$ cat src/rtl/adder63_share_arbiter_pkg.sv
// Shared widths and result-register state encoding for the shared-adder arbiter.
package adder63_share_arbiter_pkg;

   localparam int unsigned A_W         = 63;
   localparam int unsigned B_W         = 40;
   localparam int unsigned S_W         = 64;
   localparam int unsigned B_EXT_W     = A_W - B_W;
   localparam int unsigned NUM_REQ_DEF = 4;

   typedef enum logic {
      ST_EMPTY = 1'b0,
      ST_FULL  = 1'b1
   } res_state_e;

endpackage

$ cat src/rtl/adder63_share_arbiter_rr_grant.sv
// Round-robin priority encoder: first requester at or above ptr, wrapping.
module adder63_share_arbiter_rr_grant #(
   parameter int unsigned NUM_REQ = 4,
   parameter int unsigned ID_W    = $clog2(NUM_REQ)
) (
   input  logic [NUM_REQ-1:0] req,
   input  logic [ID_W-1:0]    ptr,
   input  logic               en,
   output logic [NUM_REQ-1:0] grant_c,
   output logic [ID_W-1:0]    idx_c
);

   // Scan NUM_REQ slots starting at ptr; ptr is always below NUM_REQ.
   always_comb begin
      logic        found;
      int unsigned j;
      grant_c = '0;
      idx_c   = '0;
      found   = 1'b0;
      j       = 0;
      if (en) begin
         for (int unsigned k = 0; k < NUM_REQ; k++) begin
            j = (32'(ptr) + k) % NUM_REQ;
            if (!found && req[j]) begin
               grant_c[j] = 1'b1;
               idx_c      = ID_W'(j);
               found      = 1'b1;
            end
         end
      end
   end

endmodule

$ cat src/rtl/unsignedRippleCarryAdder63bit.sv
// 63-bit unsigned ripple-carry adder; sum[63] is the carry-out.
module unsignedRippleCarryAdder63bit (
   input  logic [62:0] a,
   input  logic [62:0] b,
   output logic [63:0] sum
);

   localparam int unsigned W = 63;

   // Bit-serial carry chain, LSB first.
   always_comb begin
      logic carry;
      carry = 1'b0;
      sum   = '0;
      for (int unsigned i = 0; i < W; i++) begin
         sum[i] = a[i] ^ b[i] ^ carry;
         carry  = (a[i] & b[i]) | (carry & (a[i] ^ b[i]));
      end
      sum[W] = carry;
   end

endmodule

$ cat src/rtl/adder63_share_arbiter.sv
// Time-shares one 63-bit adder among NUM_REQ requesters behind a one-entry result register.
module adder63_share_arbiter
   import adder63_share_arbiter_pkg::*;
#(
   parameter int unsigned NUM_REQ = NUM_REQ_DEF,
   parameter int unsigned ID_W    = $clog2(NUM_REQ)
) (
   input  logic                   clk,
   input  logic                   rst_n,
   input  logic [NUM_REQ-1:0]     req_valid,
   output logic [NUM_REQ-1:0]     req_ready,
   input  logic [NUM_REQ*A_W-1:0] req_a,
   input  logic [NUM_REQ*B_W-1:0] req_b,
   output logic                   res_valid,
   input  logic                   res_ready,
   output logic [S_W-1:0]         res_sum,
   output logic [ID_W-1:0]        res_id
);

   res_state_e          state_q, state_d;
   logic [ID_W-1:0]     ptr_q;
   logic [ID_W-1:0]     ptr_d_c;
   logic                can_accept_c;
   logic                xfer_c;
   logic [NUM_REQ-1:0]  grant_c;
   logic [ID_W-1:0]     gnt_idx_c;
   logic [A_W-1:0]      a_sel_c;
   logic [B_W-1:0]      b_sel_c;
   logic [A_W-1:0]      b_ext_c;
   logic [S_W-1:0]      sum_c;

   assign res_valid    = (state_q == ST_FULL);
   assign can_accept_c = !res_valid || res_ready;
   assign req_ready    = grant_c;
   assign xfer_c       = |grant_c;
   assign ptr_d_c      = ID_W'((32'(gnt_idx_c) + 32'd1) % NUM_REQ);
   assign b_ext_c      = {{B_EXT_W{1'b0}}, b_sel_c};

   // Grant is suppressed in reset so nothing is offered while rst_n is low.
   adder63_share_arbiter_rr_grant #(
      .NUM_REQ (NUM_REQ),
      .ID_W    (ID_W)
   ) u_rr_grant (
      .req     (req_valid),
      .ptr     (ptr_q),
      .en      (can_accept_c && rst_n),
      .grant_c (grant_c),
      .idx_c   (gnt_idx_c)
   );

   // One-hot AND-OR operand mux driven by the grant vector.
   always_comb begin
      a_sel_c = '0;
      b_sel_c = '0;
      for (int unsigned i = 0; i < NUM_REQ; i++) begin
         a_sel_c = a_sel_c | (req_a[i*A_W +: A_W] & {A_W{grant_c[i]}});
         b_sel_c = b_sel_c | (req_b[i*B_W +: B_W] & {B_W{grant_c[i]}});
      end
   end

   unsignedRippleCarryAdder63bit u_adder (
      .a   (a_sel_c),
      .b   (b_ext_c),
      .sum (sum_c)
   );

   // Result register occupancy: fill on transfer, empty on drain without refill.
   always_comb begin
      state_d = state_q;
      case (state_q)
         ST_EMPTY: if (xfer_c) state_d = ST_FULL;
         ST_FULL:  if (!xfer_c && res_ready) state_d = ST_EMPTY;
         default:  state_d = ST_EMPTY;
      endcase
   end

   // Occupancy state register.
   always_ff @(posedge clk or negedge rst_n) begin
      if (!rst_n) state_q <= ST_EMPTY;
      else        state_q <= state_d;
   end

   // Result payload and round-robin pointer advance only on a transfer.
   always_ff @(posedge clk or negedge rst_n) begin
      if (!rst_n) begin
         res_sum <= '0;
         res_id  <= '0;
         ptr_q   <= '0;
      end else if (xfer_c) begin
         res_sum <= sum_c;
         res_id  <= gnt_idx_c;
         ptr_q   <= ptr_d_c;
      end
   end

endmodule
$ cat config.mk
export PLATFORM = sky130hd
export DESIGN_NAME = adder63_share_arbiter
export DESIGN_NICKNAME = d
export VERILOG_FILES = /design/src/rtl/adder63_share_arbiter_pkg.sv /design/src/rtl/adder63_share_arbiter_rr_grant.sv /design/src/rtl/unsignedRippleCarryAdder63bit.sv /design/src/rtl/adder63_share_arbiter.sv
export SDC_FILE = /design/constraint.sdc
export NUM_CORES = 1
export LEC_CHECK = 0
export ABC_AREA = 1
export CAP_MARGIN = 20
export CORE_AREA = 8 8 183 185
export CTS_BUF_LIST = sky130_fd_sc_hd__clkbuf_8
export CTS_CLUSTER_DIAMETER = 50
export DETAILED_ROUTE_END_ITERATION = 10
export DIE_AREA = 0 0 191 193
export GPL_TIMING_DRIVEN = 0
export SKIP_CTS_REPAIR_TIMING = 1
export SYNTH_ARGS = -nofsm -noshare
export SYNTH_HDL_FRONTEND = slang
export SYNTH_SLANG_ARGS = --single-unit
$ cat constraint.sdc
create_clock -name clk -period 52.7 [get_ports clk]
set_clock_uncertainty 0.1 [all_clocks]
set_input_delay 7.905 -clock clk [delete_from_list [all_inputs] [get_ports clk]]
set_output_delay 7.905 -clock clk [all_outputs]
set_load 0.01 [all_outputs]
==> Flow_metrics.wiki <==
{| class="wikitable"
! Metric !! Value
|-
| Critical-path maximum fanout || 10
|-
| Pin count of the biggest net entering global routing || 65
|-
| Layout cell share with drive strength beyond 1 || 0.05604
|-
| Clk sink count || 69
|-
| Hold worst-path end || res_sum[7]
|-
| Top-level I/O count || around 500
|-
| Number of I/O port buffers || between 400 and 500
|-
| Critical path origin || req_valid[3]
|-
| Min cycle time layout || between 20 and 30 ns
|-
| Most common cell in the synthesized netlist || nand2_1
|-
| Buffer levels on the longest clock path || 2
|-
| Initial Utilization || 0.2239
|-
| Top area cells in the synthesized netlist || nand2_1 (39%), dfrtp_1 (25%), fa_1 (11%)
|-
| Number of buffers added by the clock tree synthesis step || 9
|-
| Global routing usage summed across all routing layers || 0.2372
|-
| Final Max Tran Viols || 0
|-
| Number of cells on the worst hold path || 2
|-
| Routability Congestion || around 0.94
|-
| Total congestion overflow after global routing || 0
|-
| Initial antenna violation count || 3
|-
| Max Freq || approximately 0.034 GHz
|-
| Clock latency on the worst-skew pair || around 0.36 ns
|-
| Compound-gate portion of the synthesized area || 0.01051
|-
| # DRC || 0
|-
| Number of levels the H-tree was split into || 3
|-
| Class of the tightest hold or removal check || reg2reg
|-
| Unique cell type count in the Yosys netlist || 24
|-
| Hold Worst Slack || 0.3843 ns
|-
| P&R area growth vs syn || 81.69%
|-
| First-pass DRT Iterations || 5
|-
| Total standard cell area after synthesis || 0.006902 mm^2
|-
| Area share of the largest cell type after synthesis || 0.3872
|-
| Y dimension of the die || 193 um
|-
| Most used flip-flop cell after synthesis || dfrtp_1
|-
| Maximum resistive drop on vdd || 0.01651 mV
|-
| Total nets after synthesis || 1588
|-
| TritonCTS clock tree || done
|-
| Post-synthesis share of cell area spent on full adders, half adders and majority gates || 0.1693
|-
| Final setup violation count || 0
|-
| Tightest slew margin relative to the limit || 0.2686
|-
| Global routing met1 resource utilization || 0.3179
|-
| Via density per instance || 4.603
|-
| Run status || completed
|-
| Routed Antenna Nets || 0
|-
| Syn Inst Count || 1099
|-
| Power density over the cells || 46.87 mW/mm^2
|-
| Startpoint type of the worst setup path || primary input
|-
| Start point of the worst min-delay path || res_sum[7]
|-
| Total placed instance area || 0.01232 mm^2
|-
| Commonest cells in the netlist || nand2_1 (712), nand4_1 (71), dfrtp_1 (69)
|-
| Final setup slack of the worst path || 22.97 ns
|-
| Number of rows in the core area || 65
|-
| Synth async-reset ratio || 1.000
|-
| Clk pin slew, worst setup/hold paths || ~0.09 ns
|-
| Number of nets at the end of the flow || 2090
|-
| Sequential-to-total area share from yosys stat || 0.2502
|-
| Largest stage delay on the critical path || roughly 0.5 ns
|-
| Worst path most repeated cell || fa_1
|-
| Leak Pwr || 5.923 nW
|-
| Post-synthesis average cell area || about 6.3 um^2
|-
| Synth warnings || 0
|-
| Required time reported for the critical path endpoint || 52.86 ns
|-
| Endpoint kind of the worst setup timing path || register
|-
| 1st-iter DRT viols || roughly 670
|-
| Met3 usage || 0.05414
|-
| Highest-utilization routing layer at the global route stage || met2
|-
| Vias after detailed routing || 9248
|-
| Capture instance of the worst register-to-register path || res_sum[62]
|-
| Worst reg2reg startpoint || ptr_q[1]
|-
| Final number of hold-violating endpoints || 0
|-
| Standard cell with the maximum stage delay on the critical path || clkdlybuf4s50_1
|-
| Arrival time of data at the critical path endpoint || 29.90 ns
|-
| Largest family of logic cells by synthesized area || simple AND/OR/NAND/NOR gates
|-
| Total Negative Setup Slacks || 0 ns
|-
| Area fraction in and, or, nand and nor cells after synthesis || 0.5004
|-
| Actual slew at the worst max-slew pin || between 1 and 1.5 ns
|-
| Die W || 191 um
|-
| Number of cells on the worst reg-to-reg path || 82
|-
| Number of synthesized register bits || 69
|-
| Post-synthesis cell type with the largest combined area || nand2_1
|-
| Final HPWL DP || between 30000 and 40000 um
|-
| Post-synthesis xor/xnor area fraction || 0
|-
| Root buffer cell || clkbuf_8
|-
| Worst setup slack before clock tree synthesis || 22.37 ns
|-
| Global-route wire length before repair || 62670 um
|-
| Fin util || 0.4068
|-
| Multiplexer share of the synthesized area || 0
|-
| WL final || 45930 um
|-
| Wire length per cell || 22.86 um
|-
| Via count of the first global-routing pass || 9282
|-
| Tcrit/Tclk final || 0.5642
|-
| Critical path class || in2reg
|-
| Maximum capacitance violations || 0
|-
| Area of the die || 0.03686 mm^2
|-
| Final Instance Area || roughly 0.013 mm^2
|-
| Number of enable-type register cells in the synthesized netlist || 0
|-
| R2R setup slack || roughly 30 ns
|-
| Unrepaired setup endpoints after global routing || no
|-
| Core area || between 0.03 and 0.04 mm^2
|-
| Global-route track usage on met2 || 0.3812
|}
-- cells in the final DEF, fill, tap and decap left out, types with 3 or more instances in the layout --
cell type | Yosys | layout
inv_1 | 30 | 30
dfrtp_1 | 69 | 69
buf_2 | 46 | 46
nor2_1 | 35 | 35
fa_1 | 39 | 39
nand2_2 | 4 | 4
clkbuf_8 | 0 | 9
inv_2 | 5 | 5
nand2_1 | 712 | 712
nand4_1 | 71 | 71
ha_1 | 31 | 31
a21boi_0 | 3 | 3
nand3_1 | 25 | 25
clkbuf_1 | 4 | 4
clkdlybuf4s50_1 | 0 | 488
buf_6 | 6 | 6
buf_4 | 4 | 5
a21oi_1 | 3 | 3
-- layout make-up --
type / instances / area, um^2
fillers: 3267 / 18280
repair buffers: 491 / 4935
multi-input cells: 934 / 4695
flip-flops and latches: 69 / 1727
well taps: 402 / 503.0
plain buffers: 60 / 342.8
inverters: 36 / 137.6
clock buffers: 9 / 123.9
clock inverters: 7 / 73.82
diodes: 1 / 2.502
-- registers in the layout (all words and copies together), names as in the netlist --
name       flops
res_id         2
ptr_q          2
res_valid      1
res_sum       64
-- worst max-delay path, delay by kind of cell --
family	cells	cell delay (ns)
buf+inv	8	1.46
simple gates	11	1.14
fa+ha+maj	63	19.40
-- worst max path at each step --
stage	end	slack, ns	cells past startpoint
2_1_floorplan	res_sum[62]	24.93	81
3_3_place_gp	res_sum[62]	20.46	74
3_5_place_dp	res_sum[62]	22.37	82
4_1_cts	res_sum[62]	22.77	82
5_1_grt	res_sum[62]	21.73	82
6_report	res_sum[62]	22.97	82
-- power breakdown --
group,total (mW),switching [mW],internal [mW]
registers,0.0859,0.0127,0.0731
logic,0.455,0.287,0.168
clock network,0.0464,0.0244,0.0220
-- cells by family (layout without fill, tap and decap cells) --
group                      count (synthesis)  after routing
and+or+nand+nor                          852            852
buffers and inverters                     96            603
adders and majority gates                 70             70
DFF                                       69             69
AOI/OAI and AO/OA                         12             12
other                                      0              1
-- per-stage QoR --
stage / std cells / total power, mW
CTS: 2007 / 0.5932
floorplan: 1099 / 0.3361
detailed placement: 1991 / 0.5441
global placement: 1990 / 0.5401
global route: 2009 / 0.6416
finish: 2009 / 0.5877
-- per-layer routing --
layer  vias up  wire length [um]
met5         -                27
met4         4               918
met3        59              3397
met2       412             21760
met1      4349             19820
li1       4424                 -
No activity file was read; power rests on OpenSTA's default activity.
